File: src/rtl/seg7_counter_display.sv
`default_nettype none
// ============================================================================
// Module      : seg7_counter_display
// Description : Multi-digit BCD/hex up/down counter with a prescaled step,
//               bus load and registered active-low 7-segment decode.
//               Optional leading-zero blanking: LEADING_ZERO_BLANK_EN.
// Revision    : 1.0 - initial release
// ============================================================================
module seg7_counter_display #(
    parameter int NUM_DIGITS = 6,
    parameter int PRESCALE_W = 24,
    parameter int BCD_MODE   = 1
) (
    input  logic                    CLOCK_50,
    input  logic                    Reset_7Seg,
    input  logic                    Load_Flag,
    input  logic [4*NUM_DIGITS-1:0] Load_Value,
    input  logic                    Count_En,
    input  logic                    Count_Down,
    output logic [4*NUM_DIGITS-1:0] Digits,
    output logic [7*NUM_DIGITS-1:0] Seg_Out,
    output logic                    Rollover
);

    localparam logic [3:0] C_MAX_DIGIT = (BCD_MODE != 0) ? 4'd9 : 4'd15;
    localparam logic [6:0] C_SEG_ZERO  = 7'b1000000;
    localparam logic [6:0] C_SEG_BLANK = 7'b1111111;

    logic [PRESCALE_W-1:0]   r_presc_q, w_presc_d;
    logic [4*NUM_DIGITS-1:0] r_digits_q, w_digits_d;
    logic [4*NUM_DIGITS-1:0] w_step, w_load;
    logic [7*NUM_DIGITS-1:0] r_seg_q, w_seg_d, w_seg_rst;
    logic                    r_roll_q, w_roll_d;
    logic                    w_tick, w_carry;
    logic [3:0]              w_nib;

    function automatic logic [6:0] f_decode(input logic [3:0] v);
        logic [6:0] s;
        case (v)
            4'h0: s = 7'b1000000;
            4'h1: s = 7'b1111001;
            4'h2: s = 7'b0100100;
            4'h3: s = 7'b0110000;
            4'h4: s = 7'b0011001;
            4'h5: s = 7'b0010010;
            4'h6: s = 7'b0000010;
            4'h7: s = 7'b1111000;
            4'h8: s = 7'b0000000;
            4'h9: s = 7'b0010000;
            4'hA: s = 7'b0001000;
            4'hB: s = 7'b0000011;
            4'hC: s = 7'b1000110;
            4'hD: s = 7'b0100001;
            4'hE: s = 7'b0000110;
            default: s = 7'b0001110;
        endcase
        return s;
    endfunction

    assign w_tick = Count_En & (&r_presc_q);

    genvar gi;
    generate
        for (gi = 0; gi < NUM_DIGITS; gi++) begin : g_digit
            logic [3:0] w_ld_nib;
            logic [3:0] w_cur_nib;
            logic       w_upper_zero;

            assign w_ld_nib  = Load_Value[4*gi +: 4];
            assign w_cur_nib = r_digits_q[4*gi +: 4];
            assign w_upper_zero = ~|r_digits_q[4*NUM_DIGITS-1:4*gi];
            assign w_load[4*gi +: 4] = (w_ld_nib > C_MAX_DIGIT) ? C_MAX_DIGIT : w_ld_nib;

`ifdef LEADING_ZERO_BLANK_EN
            if (gi == 0) begin : g_lsd
                assign w_seg_d[6:0]   = f_decode(w_cur_nib);
                assign w_seg_rst[6:0] = C_SEG_ZERO;
            end else begin : g_upper
                assign w_seg_d[7*gi +: 7]   = w_upper_zero ? C_SEG_BLANK : f_decode(w_cur_nib);
                assign w_seg_rst[7*gi +: 7] = C_SEG_BLANK;
            end
`else
            assign w_seg_d[7*gi +: 7]   = f_decode(w_cur_nib);
            assign w_seg_rst[7*gi +: 7] = C_SEG_ZERO;
`endif
        end
    endgenerate

    // Ripple step: each digit moves only while the carry/borrow is still live.
    always_comb begin
        w_step  = r_digits_q;
        w_carry = 1'b1;
        w_nib   = 4'd0;
        for (int i = 0; i < NUM_DIGITS; i++) begin
            w_nib = r_digits_q[4*i +: 4];
            if (w_carry) begin
                if (Count_Down) begin
                    if (w_nib == 4'd0) begin
                        w_step[4*i +: 4] = C_MAX_DIGIT;
                    end else begin
                        w_step[4*i +: 4] = w_nib - 4'd1;
                        w_carry          = 1'b0;
                    end
                end else begin
                    if (w_nib == C_MAX_DIGIT) begin
                        w_step[4*i +: 4] = 4'd0;
                    end else begin
                        w_step[4*i +: 4] = w_nib + 4'd1;
                        w_carry          = 1'b0;
                    end
                end
            end
        end
    end

    always_comb begin
        w_presc_d  = r_presc_q;
        w_digits_d = r_digits_q;
        w_roll_d   = 1'b0;
        if (Load_Flag) begin
            w_digits_d = w_load;
            w_presc_d  = '0;
        end else begin
            if (Count_En) begin
                w_presc_d = r_presc_q + PRESCALE_W'(1);
            end
            if (w_tick) begin
                w_digits_d = w_step;
                w_roll_d   = w_carry;
            end
        end
    end

    always_ff @(posedge CLOCK_50) begin
        if (Reset_7Seg) begin
            r_presc_q  <= '0;
            r_digits_q <= '0;
            r_roll_q   <= 1'b0;
            r_seg_q    <= w_seg_rst;
        end else begin
            r_presc_q  <= w_presc_d;
            r_digits_q <= w_digits_d;
            r_roll_q   <= w_roll_d;
            r_seg_q    <= w_seg_d;
        end
    end

    assign Digits   = r_digits_q;
    assign Seg_Out  = r_seg_q;
    assign Rollover = r_roll_q;

endmodule
`default_nettype wire

File: config.mk
export PLATFORM = sky130hd
export DESIGN_NAME = seg7_counter_display
export DESIGN_NICKNAME = d
export VERILOG_FILES = /design/src/rtl/seg7_counter_display.sv
export SDC_FILE = /design/constraint.sdc
export NUM_CORES = 1
export LEC_CHECK = 0
export CAP_MARGIN = 20
export CORE_MARGIN = 4
export CORE_UTILIZATION = 30
export DETAILED_ROUTE_END_ITERATION = 12
export MAX_ROUTING_LAYER = met4
export PLACE_DENSITY = 0.6
export SLEW_MARGIN = 20
export SYNTH_ARGS = -nofsm -noshare
export SYNTH_HDL_FRONTEND = slang
export SYNTH_SLANG_ARGS = --single-unit
File: constraint.sdc
create_clock -name CLOCK_50 -period 2.9 [get_ports CLOCK_50]
set_input_delay 0.58 -clock CLOCK_50 [delete_from_list [all_inputs] [get_ports CLOCK_50]]
set_output_delay 0.58 -clock CLOCK_50 [all_outputs]
set_load 0.005 [all_outputs]
## Word-level counts from Yosys, hierarchy flattened

Memories as Yosys holds them, arrays and structs flattened. A register that Yosys moved wholly into a read port is not among the register bits.
Index checks and enable logic that the tools add are counted.

| storage, ports and cells | value |
|---|---|
| bits in registers | 49 |
| memories kept | 6 |
| ROM bits | 672 |
| logic and storage cells | 115 |
| output and inout bits | 67 |
| input port bits | 29 |

Memories:

| memory | depth | width | rd ports | clocked after memory_dff | wr ports | RTL line | source |
|---|---|---|---|---|---|---|---|
| (name not given) | 16 | 7 | 1 | 1 | 0 | 39 | `case (v)` |
| (name not given) | 16 | 7 | 1 | 1 | 0 | 39 |  |
| (name not given) | 16 | 7 | 1 | 1 | 0 | 39 |  |
| (name not given) | 16 | 7 | 1 | 1 | 0 | 39 |  |
| (name not given) | 16 | 7 | 1 | 1 | 0 | 39 |  |
| (name not given) | 16 | 7 | 1 | 1 | 0 | 39 |  |

| cells by class | value |
|---|---|
| add/subtract/negate cells | 13 |
| bitwise operators | 3 |
| multiplexer cells | 53 |
| reductions and logical operators | 20 |
| $lt $le $gt $ge | 6 |
| equality and inequality tests | 6 |

Operator list:

| cell | count |
|---|---|
| $mux 4 | 29 |
| $mux 24 | 2 |
| $add 24x1->24 const B | 1 |
| $add 4x1->4 const B | 6 |
| $eq 4x4->1 const B | 6 |
| $gt 4x4->1 const B | 6 |
| $logic_not 4->1 | 6 |
| $reduce_and 24->1 | 1 |
| $sub 4x1->4 const B | 6 |
| $mux 1 | 22 |
| $reduce_bool 2->1 | 6 |
| $reduce_and 2->1 | 5 |
| $reduce_or 4->1 | 1 |
| $not 1->1 | 2 |
| $reduce_or 2->1 | 1 |
| $and 1x1->1 | 1 |

## Longest topological paths before layout

Gate-level depths: netlist (run 1).

| depth | value |
|---|---|
| depth in word-level cells | 10 |
| depth in mapped cells | 9 |
| mapped depth without buffers | 7 |

## Least setup slack after synthesis (run 1)

No wires, ideal clock.

| timing | value |
|---|---|
| path type | flip-flop to flip-flop |
| start point | register r_digits_q[4], in the netlist Digits[4] |
| end point | register r_digits_q[22], in the netlist Digits[22] |
| clock period less this slack | 2.181 ns |
| path slack | 0.719 ns |
| data arrival time | 2.066 ns |
| path buffers | 2 |
| stages on the path, launching flop included | 10 |
| library setup time | 0.116 ns |
| required time | 2.784 ns |
| path through | dfxtp_1 clkbuf_1 inv_1 ha_1 nand4bb_1 a221oi_2 and4_1 buf_6 o2111ai_1 a31o_1 |

| between the ends | value |
|---|---|
| cells in the longest elaborated chain, start to end | 9 |
| elaborated cells on any way between the ends | 11 |
| classes of those cells | eq/ne (1); mux (7); reduce/logical (3) |

RTL lines:

| item | RTL line | source |
|---|---|---|
| from (decl) | 30 | `logic [4*NUM_DIGITS-1:0] r_digits_q, w_digits_d;` |
| from (signal assigned) | 142 | `r_digits_q <= w_digits_d;` |
| $eq 4x4->1 or $logic_not 4->1 (tied branches) | 105, 98 |  |
| $mux 1, on equally long branches | 105, 98 |  |
| $mux 1 * | 97 | `if (Count_Down) begin` |
| $mux 1 * (4 in a row) | 96 | `if (w_carry) begin` |
| $reduce_bool 2->1 (no source line) * | -- |  |
| $reduce_and 2->1 (no source line) * | -- |  |

Mark *: on every way between the ends. The rest lies on a longest branch, timed or not.
A chain may end at the register's enable or synchronous reset.

## Final worst setup path (run 1)

Same ends and word-level chain as after synthesis.

==> summary.txt, run 1 <==
STA
  – Setup violators final: 0
  – Min Tclk post-route: 2540 ps
  – Crit share post-route: 0.875
  – Setup_tns: 0 ps
  – Fmax: 394 MHz
  – Worst Skew: 8.12 ps
  – Hold WS: 529 ps
  – Max_slew headroom: 0.448
  – Max-slew violations: 0
  – RSZ-0062 raised after global routing: false
  – Final count of hold timing violations: 0
  – Slew @ Worst Pin: 827 ps

Floorplan
  – I/O pins: 96
  – Row count: 51
  – Die area: 0.0224 mm²
  – Core Footprint: 0.0196 mm²
  – Initial core utilization: 0.307
  – Chip Width: 150 µm
  – Chip Height: 150 µm

Synth
  – Post-synth cell types: 78
  – EDFF count, synth: 0
  – Syn. warnings: 0
  – Cell taking the most area after synthesis: dfxtp_1
  – Seq/Total Area, Yosys: 0.303
  – Synthesized instance count: 740
  – Post-Syn Area: 0.00601 mm²
  – Ys flop type: dfxtp_1
  – Ys async rst share: 0
  – Share of the synthesized area in the top cell type: 0.303
  – Ranking of synthesized cells by area: dfxtp_1 (30%), ha_1 (7.9%), nor2_1 (5.9%)
  – Yosys reg bits: 91
  – Syn Nets: 807
  – Syn Area/Cell: 8.12 µm²

GRT
  – First-pass GRT wire length: 26,200 µm
  – Vias in the first global route: 5,078
  – Overall Global Routing Usage: 0.147
  – Initial antenna violation count: 1
  – Largest net degree at the start of global routing: 38
  – GRT overflow: 0

Route
  – DR WL/cell: 14.9 µm
  – DRC viols: 0
  – DRT antenna net count: 0
  – Post-Route WL: 16,200 µm
  – Number of vias per cell: 5.11
  – Drt pass-1 iters: 5
  – Routed vias: 5,554
  – Starting DRT DRC Count: 367

Clock tree
  – CTS tree: done
  – # resized after CTS: 0
  – Clk sinks: 91
  – Clk_lat worst skew: 350 ps
  – Clock transition at path regs: 70 ps
  – H-tree levels: 3
  – TritonCTS Buffers: 9
  – Clk root buf: clkbuf_16
  – Hold_buf cts: 0
  – CTS Buffer Depth: 2
  – Post CTS Setup Buffer Count: 0

Finish
  – Share of layout cells above drive strength 1: 0.0830
  – FF+latch area: 0.00182 mm²
  – Non-Filler Cell Area, Final: 0.00759 mm²
  – Nets: 881
  – FILL cells: 2,021
  – Syn-to-layout area delta: 26.3%
  – Multi-input logic area: 0.00374 mm²
  – Finished Layout Cells: 1,086
  – Fin util: 0.387

Power
  – Worst vdd ir: 0.294 mV
  – PD cells: 458 mW/mm²
  – Leak: 2.78 nW

Place
  – Routability Congestion: 0.859
  – Placed cell count: 1,068
  – Area after DPL: 0.00723 mm²
  – Post-DP HPWL: 11,600 µm
  – I/O Buffers: 95

Worst setup path
  – Critical Path Sink Type: register
  – Startpoint Class: register
  – WS Path Type: register to register
  – WP data required: 3150 ps
  – WP data arrival: 2780 ps
  – Crit path max fanout: 12

Hold path
  – HP Class: register to register

Run
  – Total of max-cap violations: 0

Status
  – Status: completed
==> where the power goes <==
group	internal, mW	switching [mW]
Combinational	0.351	0.362
Clock	0.868	0.524
Sequential	1.31	0.0622
Total	2.53	0.948
==> cell families (layout without fill, tap and decap cells) <==
kind of cell | Yosys count | count (layout) | synth area share
compound gates | 202 | 202 | 0.233
mux | 22 | 22 | 0.0369
buf+inv | 100 | 179 | 0.0735
simple gates | 262 | 262 | 0.238
fa+ha+maj | 38 | 38 | 0.0792
flops | 91 | 91 | 0.303
xor+xnor | 25 | 25 | 0.0365
other cells | 0 | 2 | 0
==> per-layer routing <==
metal	global-route usage	routed length [µm]
met1	0.188	7340
met2	0.231	7600
met3	0.0279	966
met4	0.0568	288
met5	-	0
==> cells in the final DEF (no fill, tap or decap), types with 21 or more instances in the layout <==
cell | netlist | layout
a211oi_1 | 26 | 26
a21oi_1 | 51 | 51
buf_4 | 3 | 23
clkdlybuf4s50_1 | 0 | 94
dfxtp_1 | 91 | 91
ha_1 | 38 | 38
inv_1 | 41 | 41
mux2i_1 | 21 | 21
nand2_1 | 43 | 43
nor2_1 | 94 | 94
o21ai_0 | 33 | 33
==> critical path, cell delays in order, from the launching register on <==
cell and delay, ps:
dfxtp_1 570, ha_1 450, nand4bb_1 220, a221oi_2 340, and4_1 460, o2111ai_1 160
a31o_1 240
==> cell type report <==
type,instances,share of cell area
Tap cell,265,0.0437
Clock buffer,10,0.0315
Inverter,42,0.0208
Timing Repair Buffer,121,0.155
Clock inverter,6,0.0148
Multi-Input combinational cell,549,0.493
Sequential cell,91,0.240
Antenna cell,2,0.000659
==> cell usage after synthesis, types with 7 or more instances <==
library cell / count
buf_1: 8
nor2b_1: 9
nor3_1: 13
ha_1: 38
o31ai_1: 7
nand2_1: 43
xnor2_1: 17
inv_1: 41
a21oi_1: 51
clkbuf_1: 35
nand3_1: 14
a311oi_1: 17
nand3b_1: 16
xor2_1: 8
o21ai_0: 33
dfxtp_1: 91
nand4_1: 9
nand2b_1: 16
a211oi_1: 26
nor2_1: 94
mux2i_1: 21
==> through the flow <==
step           setup slack, ps  total power [mW]
6_report                   363              3.48
5_1_grt                    205              3.66
4_1_cts                    403              3.53
3_5_place_dp              30.3              2.12
3_3_place_gp               112              2.12
2_1_floorplan              719              1.82
==> worst paths after layout <==
check	start	endpoint	slack, ps	depth (start not counted)
setup / recovery	Digits[4]$_SDFFE_PP0P_	Digits[22]$_SDFFE_PP0P_	360	6
setup reg to reg	Digits[4]$_SDFFE_PP0P_	Digits[22]$_SDFFE_PP0P_	360	6
hold / removal	r_presc_q[14]$_SDFFE_PP0P_	r_presc_q[14]$_SDFFE_PP0P_	530	2
hold reg to reg	r_presc_q[14]$_SDFFE_PP0P_	r_presc_q[14]$_SDFFE_PP0P_	530	2
==> flip-flops by register name (all words and copies together) (netlist names) <==
register / flops
Rollover: 1
Seg_Out: 42
r_presc_q: 24
Digits: 24
(Power assumes the default switching activity.)
==> run 2: changes to the inputs <==
--- a/config.mk
+++ b/config.mk
@@ -5,7 +5,7 @@
 export SDC_FILE = /design/constraint.sdc
 export NUM_CORES = 1
 export LEC_CHECK = 0
-export CAP_MARGIN = 20
+export CAP_MARGIN = 5
 export CORE_MARGIN = 4
 export CORE_UTILIZATION = 30
 export DETAILED_ROUTE_END_ITERATION = 12
==> results of run 2 <==
Same layout as run 1: the final DEF is identical, and so are final timing and power.
